===== src/rtl/dmem_port_arbiter.sv =====
// Two-requester round-robin sequencer in front of the byte-addressed data memory.
// Define DMEM_ARB_TRAP_EN to reject misaligned or out-of-range accesses with rN_err.
module dmem_port_arbiter #(
  parameter int unsigned MEM_BYTES  = 4096,
  parameter int unsigned FIRST_PRIO = 0
) (
  input  logic        clk,
  input  logic        rst,
  // requester 0: CPU load/store unit
  input  logic        r0_req,
  input  logic        r0_we,
  input  logic [1:0]  r0_len,
  input  logic        r0_sign,
  input  logic [31:0] r0_addr,
  input  logic [31:0] r0_wdata,
  output logic        r0_ack,
  output logic [31:0] r0_rdata,
  output logic        r0_err,
  // requester 1: loader/debug/DMA port
  input  logic        r1_req,
  input  logic        r1_we,
  input  logic [1:0]  r1_len,
  input  logic        r1_sign,
  input  logic [31:0] r1_addr,
  input  logic [31:0] r1_wdata,
  output logic        r1_ack,
  output logic [31:0] r1_rdata,
  output logic        r1_err,
  // DMem side
  output logic        mem_read,
  output logic        mem_write,
  output logic [1:0]  mem_len,
  output logic        mem_sign,
  output logic [31:0] mem_addr,
  output logic [31:0] mem_wdata,
  input  logic [31:0] mem_rdata,
  output logic        busy
);

  localparam logic [1:0] LenByte  = 2'b00;
  localparam logic [1:0] LenHalf  = 2'b01;
  localparam logic [1:0] LenWord  = 2'b10;
  localparam logic       LastInit = (FIRST_PRIO == 0) ? 1'b1 : 1'b0;

  if (MEM_BYTES < 4 || FIRST_PRIO > 1) begin : g_bad_params
    $error("dmem_port_arbiter: MEM_BYTES must be >= 4 and FIRST_PRIO must be 0 or 1");
  end

  typedef enum logic [1:0] {StIdle, StIssue, StCapture, StDone} state_e;

  state_e state_q;
  logic   win_q;
  logic   last_q;
  logic   we_q;
  logic   trap_q;

  logic        gnt;
  logic        sel_we;
  logic        sel_sign;
  logic        sel_trap;
  logic [1:0]  sel_len;
  logic [31:0] sel_addr;
  logic [31:0] sel_wdata;

  // Winner is the requester not granted last time when both are asking.
  always_comb begin
    gnt = r1_req;
    if (r0_req && r1_req) begin
      gnt = ~last_q;
    end
    sel_we    = gnt ? r1_we    : r0_we;
    sel_sign  = gnt ? r1_sign  : r0_sign;
    sel_addr  = gnt ? r1_addr  : r0_addr;
    sel_wdata = gnt ? r1_wdata : r0_wdata;
    sel_len   = gnt ? r1_len   : r0_len;
    if (sel_len == 2'b11) begin
      sel_len = LenWord;
    end
  end

`ifdef DMEM_ARB_TRAP_EN
  logic [32:0] sel_end;
  logic        sel_misal;

  always_comb begin
    sel_end   = {1'b0, sel_addr} + ((sel_len == LenByte) ? 33'd1 :
                                    (sel_len == LenHalf) ? 33'd2 : 33'd4);
    sel_misal = ((sel_len == LenHalf) && sel_addr[0]) ||
                ((sel_len == LenWord) && (sel_addr[1:0] != 2'b00));
    sel_trap  = sel_misal || (sel_end > 33'(MEM_BYTES));
  end

  // err rides alongside the ack raised when a rejected access leaves ISSUE.
  always_ff @(posedge clk) begin
    if (rst) begin
      r0_err <= 1'b0;
      r1_err <= 1'b0;
    end else begin
      r0_err <= (state_q == StIssue) && trap_q && !win_q;
      r1_err <= (state_q == StIssue) && trap_q &&  win_q;
    end
  end
`else
  assign sel_trap = 1'b0;
  assign r0_err   = 1'b0;
  assign r1_err   = 1'b0;
`endif

  always_ff @(posedge clk) begin
    if (rst) begin
      state_q   <= StIdle;
      win_q     <= 1'b0;
      last_q    <= LastInit;
      we_q      <= 1'b0;
      trap_q    <= 1'b0;
      busy      <= 1'b0;
      r0_ack    <= 1'b0;
      r1_ack    <= 1'b0;
      r0_rdata  <= '0;
      r1_rdata  <= '0;
      mem_read  <= 1'b0;
      mem_write <= 1'b0;
      mem_len   <= LenByte;
      mem_sign  <= 1'b0;
      mem_addr  <= '0;
      mem_wdata <= '0;
    end else begin
      r0_ack    <= 1'b0;
      r1_ack    <= 1'b0;
      mem_read  <= 1'b0;
      mem_write <= 1'b0;
      unique case (state_q)
        StIdle: begin
          if (r0_req || r1_req) begin
            win_q     <= gnt;
            we_q      <= sel_we;
            trap_q    <= sel_trap;
            mem_len   <= sel_len;
            mem_sign  <= sel_sign;
            mem_addr  <= sel_addr;
            mem_wdata <= sel_wdata;
            // Strobes are high only during the ISSUE cycle that follows.
            mem_read  <= !sel_we && !sel_trap;
            mem_write <=  sel_we && !sel_trap;
            busy      <= 1'b1;
            state_q   <= StIssue;
          end
        end
        StIssue: begin
          if (we_q || trap_q) begin
            r0_ack  <= !win_q;
            r1_ack  <=  win_q;
            state_q <= StDone;
          end else begin
            state_q <= StCapture;
          end
        end
        StCapture: begin
          if (win_q) begin
            r1_rdata <= mem_rdata;
          end else begin
            r0_rdata <= mem_rdata;
          end
          r0_ack  <= !win_q;
          r1_ack  <=  win_q;
          state_q <= StDone;
        end
        StDone: begin
          last_q  <= win_q;
          busy    <= 1'b0;
          state_q <= StIdle;
        end
        default: state_q <= StIdle;
      endcase
    end
  end

endmodule

===== config.mk =====
export PLATFORM = sky130hd
export DESIGN_NAME = dmem_port_arbiter
export DESIGN_NICKNAME = d
export VERILOG_FILES = /design/src/rtl/dmem_port_arbiter.sv
export SDC_FILE = /design/constraint.sdc
export NUM_CORES = 1
export LEC_CHECK = 0
export CAP_MARGIN = 20
export CORE_UTILIZATION = 25
export DETAILED_ROUTE_END_ITERATION = 10
export DONT_BUFFER_PORTS = 1
export MAX_ROUTING_LAYER = met4
export SETUP_SLACK_MARGIN = 0.5
export SYNTH_ARGS = -nofsm -noshare
export SYNTH_HDL_FRONTEND = slang
export SYNTH_SLANG_ARGS = --single-unit

===== constraint.sdc =====
create_clock -name clk -period 2.1 [get_ports clk]
set_clock_uncertainty 0.1 [all_clocks]
set_input_delay 0 -clock clk [delete_from_list [all_inputs] [get_ports clk]]
set_output_delay 0 -clock clk [all_outputs]
set_load 0.03 [all_outputs]

Yosys cells after proc, flatten, opt, wreduce, memory -nomap -nowiden
Index checks and enable logic that the tools add are counted.
{"block": "op_classes", "n_eq_ne": 5, "mux": 16, "bitwise_logic": 4, "reduce_logical": 11}
{"op": "32-bit two-way mux", "n": 2}
{"op": "2-bit case mux with 4 select lines", "n": 1}
{"op": "2-bit AND reduction", "n": 4}
{"op": "1-bit two-way mux", "n": 7}
{"op": "2-bit equality test (second input constant)", "n": 3}
{"op": "2-bit two-way mux", "n": 3}
{"op": "1-bit case mux with 2 select lines", "n": 3}
{"op": "1-bit NOT", "n": 4}
{"op": "3-bit OR reduction", "n": 1}
{"op": "2-bit by 1-bit equality test with 1-bit output (second input constant)", "n": 1}
{"op": "1-bit zero test", "n": 2}
{"op": "2-bit zero test", "n": 1}
{"op": "2-bit inequality test (second input constant)", "n": 1}
{"op": "2-bit nonzero test", "n": 1}
{"op": "1-bit logical AND", "n": 1}
{"op": "1-bit logical OR", "n": 1}
{"block": "totals", "ff_bits": 141, "out_inout_bits": 138, "elab_cells": 51}

Depth between registers and ports, before layout
Gate-level depths: netlist of the first run.
{"block": "depth", "depth_word": 5, "ltp_mapped": 7}

Worst setup path before layout of the first run
OpenSTA, ideal clock, no wires.
{"block": "synth_timing", "kind": "register to register", "start": "register state_q[0]", "end": "register mem_addr[0]", "setup_time_ps": 125, "t_arrival_ps": 1307, "t_required_ps": 1875, "setup_slack_ps": 568, "path_stages_with_launch": 8, "n_path_buf": 3, "synth_period_minus_slack_ps": 1532, "path_cell_list": "dfxtp_1 inv_1 ha_1 o21a_1 buf_4 buf_2 buf_2 a31oi_1"}
{"block": "synth_between", "elab_chain_len": 2}
{"element": "start: declaration", "line_no": "51", "rtl": "state_e state_q;"}
{"element": "start signal: assignment", "line_no": "111", "rtl": "state_q <= StIdle;"}
{"element": "start signal: assignment", "line_no": "146", "rtl": "state_q <= StIssue;"}
{"element": "start signal: assignment", "line_no": "153", "rtl": "state_q <= StDone;"}
{"element": "2-bit zero test", "line_no": "132", "rtl": "unique case (state_q)"}
{"element": "2-bit AND reduction (no line)"}
{"element": "end signal: assignment", "line_no": "140", "rtl": "mem_addr <= sel_addr;"}
{"element": "end: declaration", "line_no": "34", "rtl": "output logic [31:0] mem_addr,"}
Every way passes these cells.
A chain may end at the register's enable or synchronous reset.

Worst setup path in the final report of the first run
{"block": "layout_timing", "start": "register state_q[1]", "end": "register mem_wdata[23]"}
{"block": "layout_between", "elab_chain_len": 2}
{"element": "2-bit zero test", "line_no": "132"}
{"element": "2-bit AND reduction (no line)"}
{"element": "end signal: assignment", "line_no": "141", "rtl": "mem_wdata <= sel_wdata;"}
{"element": "end: declaration", "line_no": "35", "rtl": "output logic [31:0] mem_wdata,"}
Every way passes these cells.

==> reports/metrics.csv, run 1 <==
metric,value,unit
outcome,finished with violations,
violations,negative hold slack,
maxCapViolCount,0,
worst_setup_path_start_kind,flip-flop,
hold_ws,-449,ps
htreeDepth,4,
cts_root_buf,clkbuf_16,
ios,310,
power_frac_comb,23.5,%
num_antenna_cells,0,
antenna_left,0,
drt_first_pass_iters,7,
setup_tns,0,ps
mostFrequentLayoutCells,"nand2_1 (260), dfxtp_1 (139), dlygate4sd3_1 (130)",
drv_slew,0,
antenna_found_initial,0,
finalHoldViolations,103,
vias_per_cell,4.98,
switching_share,41.5,%
fmax,650,MHz
io_buffer_count,0,
slew_headroom,62.7,%
r2r_end,mem_wdata[23]$_SDFFE_PP0P_,
initial_core_util,25.4,%
core,21800,um^2
setup_viol,0,
grt_pass1_wl,27.3,mm
cts_tree,built,
place_inst,931,
worstSetupPathType,flip-flop to flip-flop,
p_clk_share,28.4,%
powerDensity,1380,nW/um^2
drive_gt1_share,8.98,%
synth_seq_cells,141,
synth.top_cells.by_area,"dfxtp_1 (51%), nand2_1 (18%), a31oi_1 (7.0%)",
cts.sinks,141,
r2r_cells,5,
insertion_delay,420,ps
power_frac_seq,48.1,%
rsz0062_at_grt,true,
drt_iter0_drc,234,
syn_area,5550,um^2
layout.nets,988,
peakVddDrop,0.546,mV
hold_end,mem_wdata[31]$_SDFFE_PP0P_,
hpwl,10.9,mm
grt_usage,16.2,%
final_cell_count_no_fill,1104,
hold_depth,1,
synth_top_area_share,50.8,%
ys_warn_count,0,
hp-class,input port to flip-flop,
area_delta_synth_final,41.1,%
worstHoldStart,rst,
p_int,6310,uW
fillCellCount,2170,
netlist_instances,699,
die-width,151,um
cellLeakagePower,0.00294,uW
core.rowCount,54,
wl_per_cell,17.2,um
ys_seq_area_share,50.8,%
die_area,22800,um^2
clk_pin_slew,70,ps
endpoint_kind,flip-flop,
hold_buffers,130,
synth_edf_count,0,
final_common_cell,nand2_1,
ys.flop_type,dfxtp_1,
rr_startpoint,state_q[1]$_SDFFE_PP0P_,
grt_pass1_vias,5136,
crit_fanout,32,
gp_congestion,0.803,
yosysUniqueCellTypes,38,
power_switching,4480,uW
die_h,151,um
yosys.area.top_type,dfxtp_1,
period_share,73.3,%
tightest_slew,551,ps
remaining_drc_errors,0,
worstPathArrival,1720,ps
syn_area_per_cell,7.94,um^2
period_needed,1540,ps
routed_wl,19.0,mm
overflow,0,
cp.required,2280,ps
reg2reg_slack,560,ps
vias,5496,
async_flop_share,0,%
grt_max_degree,77,
cts_buffers,17,
ctsLongestPathBuffers,2,
[worst max-delay path, stage by stage (launching register included)]
cell and delay (ps):
dfxtp_2 350, inv_2 90, ha_4 190, o21a_4 210, bufbuf_16 350, a31oi_1 110
[final cells by class]
class                      count  area (um^2)  area share (%)
tap                          280          350            4.47
inverter                       5         18.8           0.239
multi-input combinational    494         2430            31.0
clock buffer                  18          439            5.60
clock inverter                14          160            2.04
timing repair buffer         152         1610            20.6
sequential                   141         2830            36.0
[state kept, by name, indices dropped and copies added (netlist names), 2 cells and up]
signal and flops:
mem_wdata 32, state_q 2, r0_rdata 32, mem_addr 32, r1_rdata 32, mem_len 2
[per-stage QoR]
step                      setup WS [ps]  utilization (%)  instance area (um^2)  hold slack, ps  power (uW)
after floorplan                     568                -                  5560            36.0        6610
after global placement              412             26.3                  5740           -21.2        7120
after detailed placement            288             26.3                  5740           -19.6        7170
after CTS                           497             35.5                  7760            -479       10700
after global routing                471             35.9                  7840            -477       11400
final                               561             35.9                  7840            -449       10800
[power by group through the flow]
stage	clock network, uW	registers, uW	logic [uW]
final	3070	5190	2530
after global placement	0	5250	1870
after detailed placement	0	5230	1940
after CTS	3160	5190	2400
after global routing	3260	5290	2820
after floorplan	0	5020	1590
[how the worst max path moves through the flow]
stage / startpoint / end / slack [ps] / cells past startpoint
6_report: state_q[1]$_SDFFE_PP0P_ / mem_wdata[23]$_SDFFE_PP0P_ / 560 / 5
5_1_grt: state_q[1]$_SDFFE_PP0P_ / mem_wdata[23]$_SDFFE_PP0P_ / 470 / 6
4_1_cts: state_q[1]$_SDFFE_PP0P_ / mem_wdata[23]$_SDFFE_PP0P_ / 500 / 5
3_5_place_dp: state_q[0]$_SDFFE_PP0P_ / mem_wdata[23]$_SDFFE_PP0P_ / 290 / 6
3_3_place_gp: state_q[0]$_SDFFE_PP0P_ / mem_wdata[13]$_SDFFE_PP0P_ / 410 / 6
2_1_floorplan: state_q[0]$_SDFFE_PP0P_ / mem_addr[0]$_SDFFE_PP0P_ / 570 / 7
[repair_timing]
| action | in CTS | in global routing |
|---|---|---|
| resized for setup | 8 | 10 |
| hold endpoints to repair | 141 | 106 |
| pin swaps | 0 | 2 |
| gates cloned | 3 | 0 |
| buffers inserted | 2 | 6 |
| setup endpoints to repair | 109 | 121 |
[cell usage after synthesis, drive strengths merged (2+ instances only)]
cell    number
nor2         7
inv          5
ha           5
a311oi       3
o21ai       64
nand2      260
mux2i        4
a31oi       62
dfxtp      141
clkbuf      20
buf         41
a211oi       3
nor2b        2
a21oi       65
[layer usage]
layer	part of all wire [%]	up-vias	global-route usage, %
met4	2.7	0	7.40
met3	13	44	6.30
met2	48	347	27.1
met5	0	-	-
li1	-	2576	-
met1	36	2529	16.7
[cell families (layout without fill, tap and decap cells)]
group                      count (synthesis)  after routing  synth area share, %
adders and majority gates                  5              5                 1.13
and+or+nand+nor                          277            277                 19.3
DFF                                      141            141                 50.8
AOI/OAI and AO/OA                        205            206                 21.3
muxes                                      4              4                0.721
buffers and inverters                     66            189                 6.65
other                                      1              2               0.0675
Power figures use the tool's default switching activity.
==> run 2: changes to the inputs <==
==> constraint.sdc (replaced) <==
create_clock -name clk -period 1.35 [get_ports clk]
set_clock_uncertainty 0.1 [all_clocks]
set_input_delay 0 -clock clk [delete_from_list [all_inputs] [get_ports clk]]
set_output_delay 0 -clock clk [all_outputs]
set_load 0.03 [all_outputs]
==> run 2 against run 1 <==
  * The run ends with negative hold slack, negative setup slack left
  * Cell area is 37% higher
  * Worst hold slack worse by 3.8 ps
  * Global-route usage up 1.7 points
  * Die area is the same
  * Register-to-register slack worse by 710 ps
  * Sequential share of layout area decreased by 8.5 points
  * Flip-flop and latch count did not move
  * First-iteration DRC count grew 16%
  * Combinational power grew to 4.5 times the previous value
  * Critical path depth increased by 2
  * Largest cell class is now buffers
  * Core utilization increased by 13 points
==> reports/metrics.csv, run 2 (synthesis results as in run 1) <==
metric,value,unit
die_area,22800,um^2
stdcell_area,10700,um^2
hp-class,input port to flip-flop,
drive_gt1_share,42.6,%
fmax,669,MHz
critPathLaunch,state_q[1]$_SDFFE_PP0P_,
slowest_stage,dfxtp_2,
die_h,151,um
critPathTopFamily,buffers and inverters,
period_share,111,%
remaining_drc_errors,0,
multiInputGateArea,2840,um^2
endpoint_kind,flip-flop,
grt_pass1_wl,30.2,mm
grt_max_degree,77,
worstPathArrival,1740,ps
hpwl,12.7,mm
antenna_found_initial,1,
cellLeakagePower,0.00431,uW
insertion_delay,410,ps
cts_root_buf,clkbuf_16,
timing.critical_path.mode_cell,buf_12,
routed_wl,24.8,mm
area_delta_synth_final,92.7,%
clk_pin_slew,70,ps
critPathBufInv,4,
fin_ws,-146,ps
vias_per_cell,4.95,
cpPeakStageDelay,360,ps
cts.sinks,141,
period_needed,1500,ps
htreeDepth,4,
use_met2,29.6,%
crit_fanout,7,
maxCapViolCount,0,
regArea,2950,um^2
io_buffer_count,0,
outcome,finished with violations,
gp_congestion,0.805,
cts_tree,built,
ctsLongestPathBuffers,2,
drt_first_pass_iters,5,
hold_buffers,127,
mostFrequentLayoutCells,"nand2_1 (246), dlygate4sd3_1 (127), buf_6 (118)",
ios,310,
final_common_cell,nand2_1,
busiest_layer,met2,
violations,"negative hold slack, negative setup slack",
core,21800,um^2
placed_area,6980,um^2
grt_usage,17.9,%
core.rowCount,54,
finalHoldViolations,82,
grt_use_met3,4.94,%
drv_slew,0,
cts_buffers,17,
peakVddDrop,1.22,mV
wl_per_cell,18.9,um
worstHoldStart,rst,
initial_core_util,25.4,%
grtUsageMet1,20.0,%
worstSetupPathType,flip-flop to flip-flop,
cp.required,1590,ps
overflow,0,
antenna_left,0,
die-width,151,um
hold_ws,-453,ps
setup_viol,123,
rr_startpoint,state_q[1]$_SDFFE_PP0P_,
worst_setup_path_start_kind,flip-flop,
vias,6489,
layout.nets,1193,
grt_pass1_vias,5742,
drt_iter0_drc,271,
final_util,49.0,%
powerDensity,2100,nW/um^2
rsz0062_at_grt,true,
fillCellCount,1914,
crit_chain,inv_2 -> ha_4 -> o21a_4 -> buf_12 -> buf_12 -> buf_16 -> a31oi_1,
run 2: cell count changes in the layout (fill, tap and decap cells not counted), sizes merged:
cell / previous run / this run
buf: 20 / 218
clkbuf: 18 / 29
clkinv: 8 / 2
inv: 9 / 13
clkinvlp: 0 / 3
dlygate4sd3: 130 / 127
bufbuf: 2 / 0
diode: 0 / 2
run 2: area by class of cell:
cell class                      instances  area share [%]
Tap cell                              280            3.27
Clock inverter                         15            1.65
Clock buffer                           17            3.98
Multi-Input combinational cell        494            26.5
Sequential cell                       141            27.6
Inverter                                5           0.199
Antenna cell                            2          0.0468
Timing Repair Buffer                  357            36.8
run 2: worst reg2reg max path: stages (launching register included):
cell and delay, ps:
dfxtp_2 360, inv_2 60, ha_4 170, o21a_4 160, buf_12 150, buf_12 130
buf_16 140, a31oi_1 160
run 2: final timing paths:
check | endpoint | slack [ps] | cells past startpoint
worst max-delay path | mem_addr[21]$_SDFFE_PP0P_ | -150 | 7
worst max register to register | mem_addr[21]$_SDFFE_PP0P_ | -150 | 7
worst min-delay path | r0_rdata[22]$_SDFFE_PP0P_ | -450 | 1
worst min register to register | r0_rdata[25]$_SDFFE_PP0P_ | 350 | 2
run 2: per-layer routing:
| layer | vias up | wire [um] |
|---|---|---|
| met2 | 366 | 12300 |
| met1 | 3056 | 9550 |
| met4 | 0 | 809 |
| li1 | 2999 | - |
| met5 | - | 0 |
| met3 | 68 | 2190 |
run 2: what timing repair did:
item	in CTS	in global routing
endpoints found under the hold margin	140	114
endpoints found under the setup margin	277	277
resized for setup	44	275
gates cloned	4	16
pin swaps	3	23
buffers inserted	5	39
run 2: stage by stage:
| stage | worst slack, ps | instances | power (uW) | TNS, ps | hold slack [ps] |
|---|---|---|---|---|---|
| 3_5_place_dp | -104 | 1086 | 13200 | -5570 | -30.1 |
| 2_1_floorplan | -8.13 | 700 | 10700 | -189 | 36.0 |
| 6_report | -146 | 1311 | 22500 | -6090 | -453 |
| 3_3_place_gp | -47.6 | 1086 | 13100 | -1660 | -28.9 |
| 4_1_cts | -95.0 | 1254 | 19500 | -5170 | -484 |
| 5_1_grt | -192 | 1310 | 23400 | -14250 | -484 |
run 2: report_power, final:
part	internal, uW	total [uW]	switching [uW]
clock	2800	4910	2110
sequential	5410	6290	877
combinational	5400	11300	5860
total	13600	22500	8840
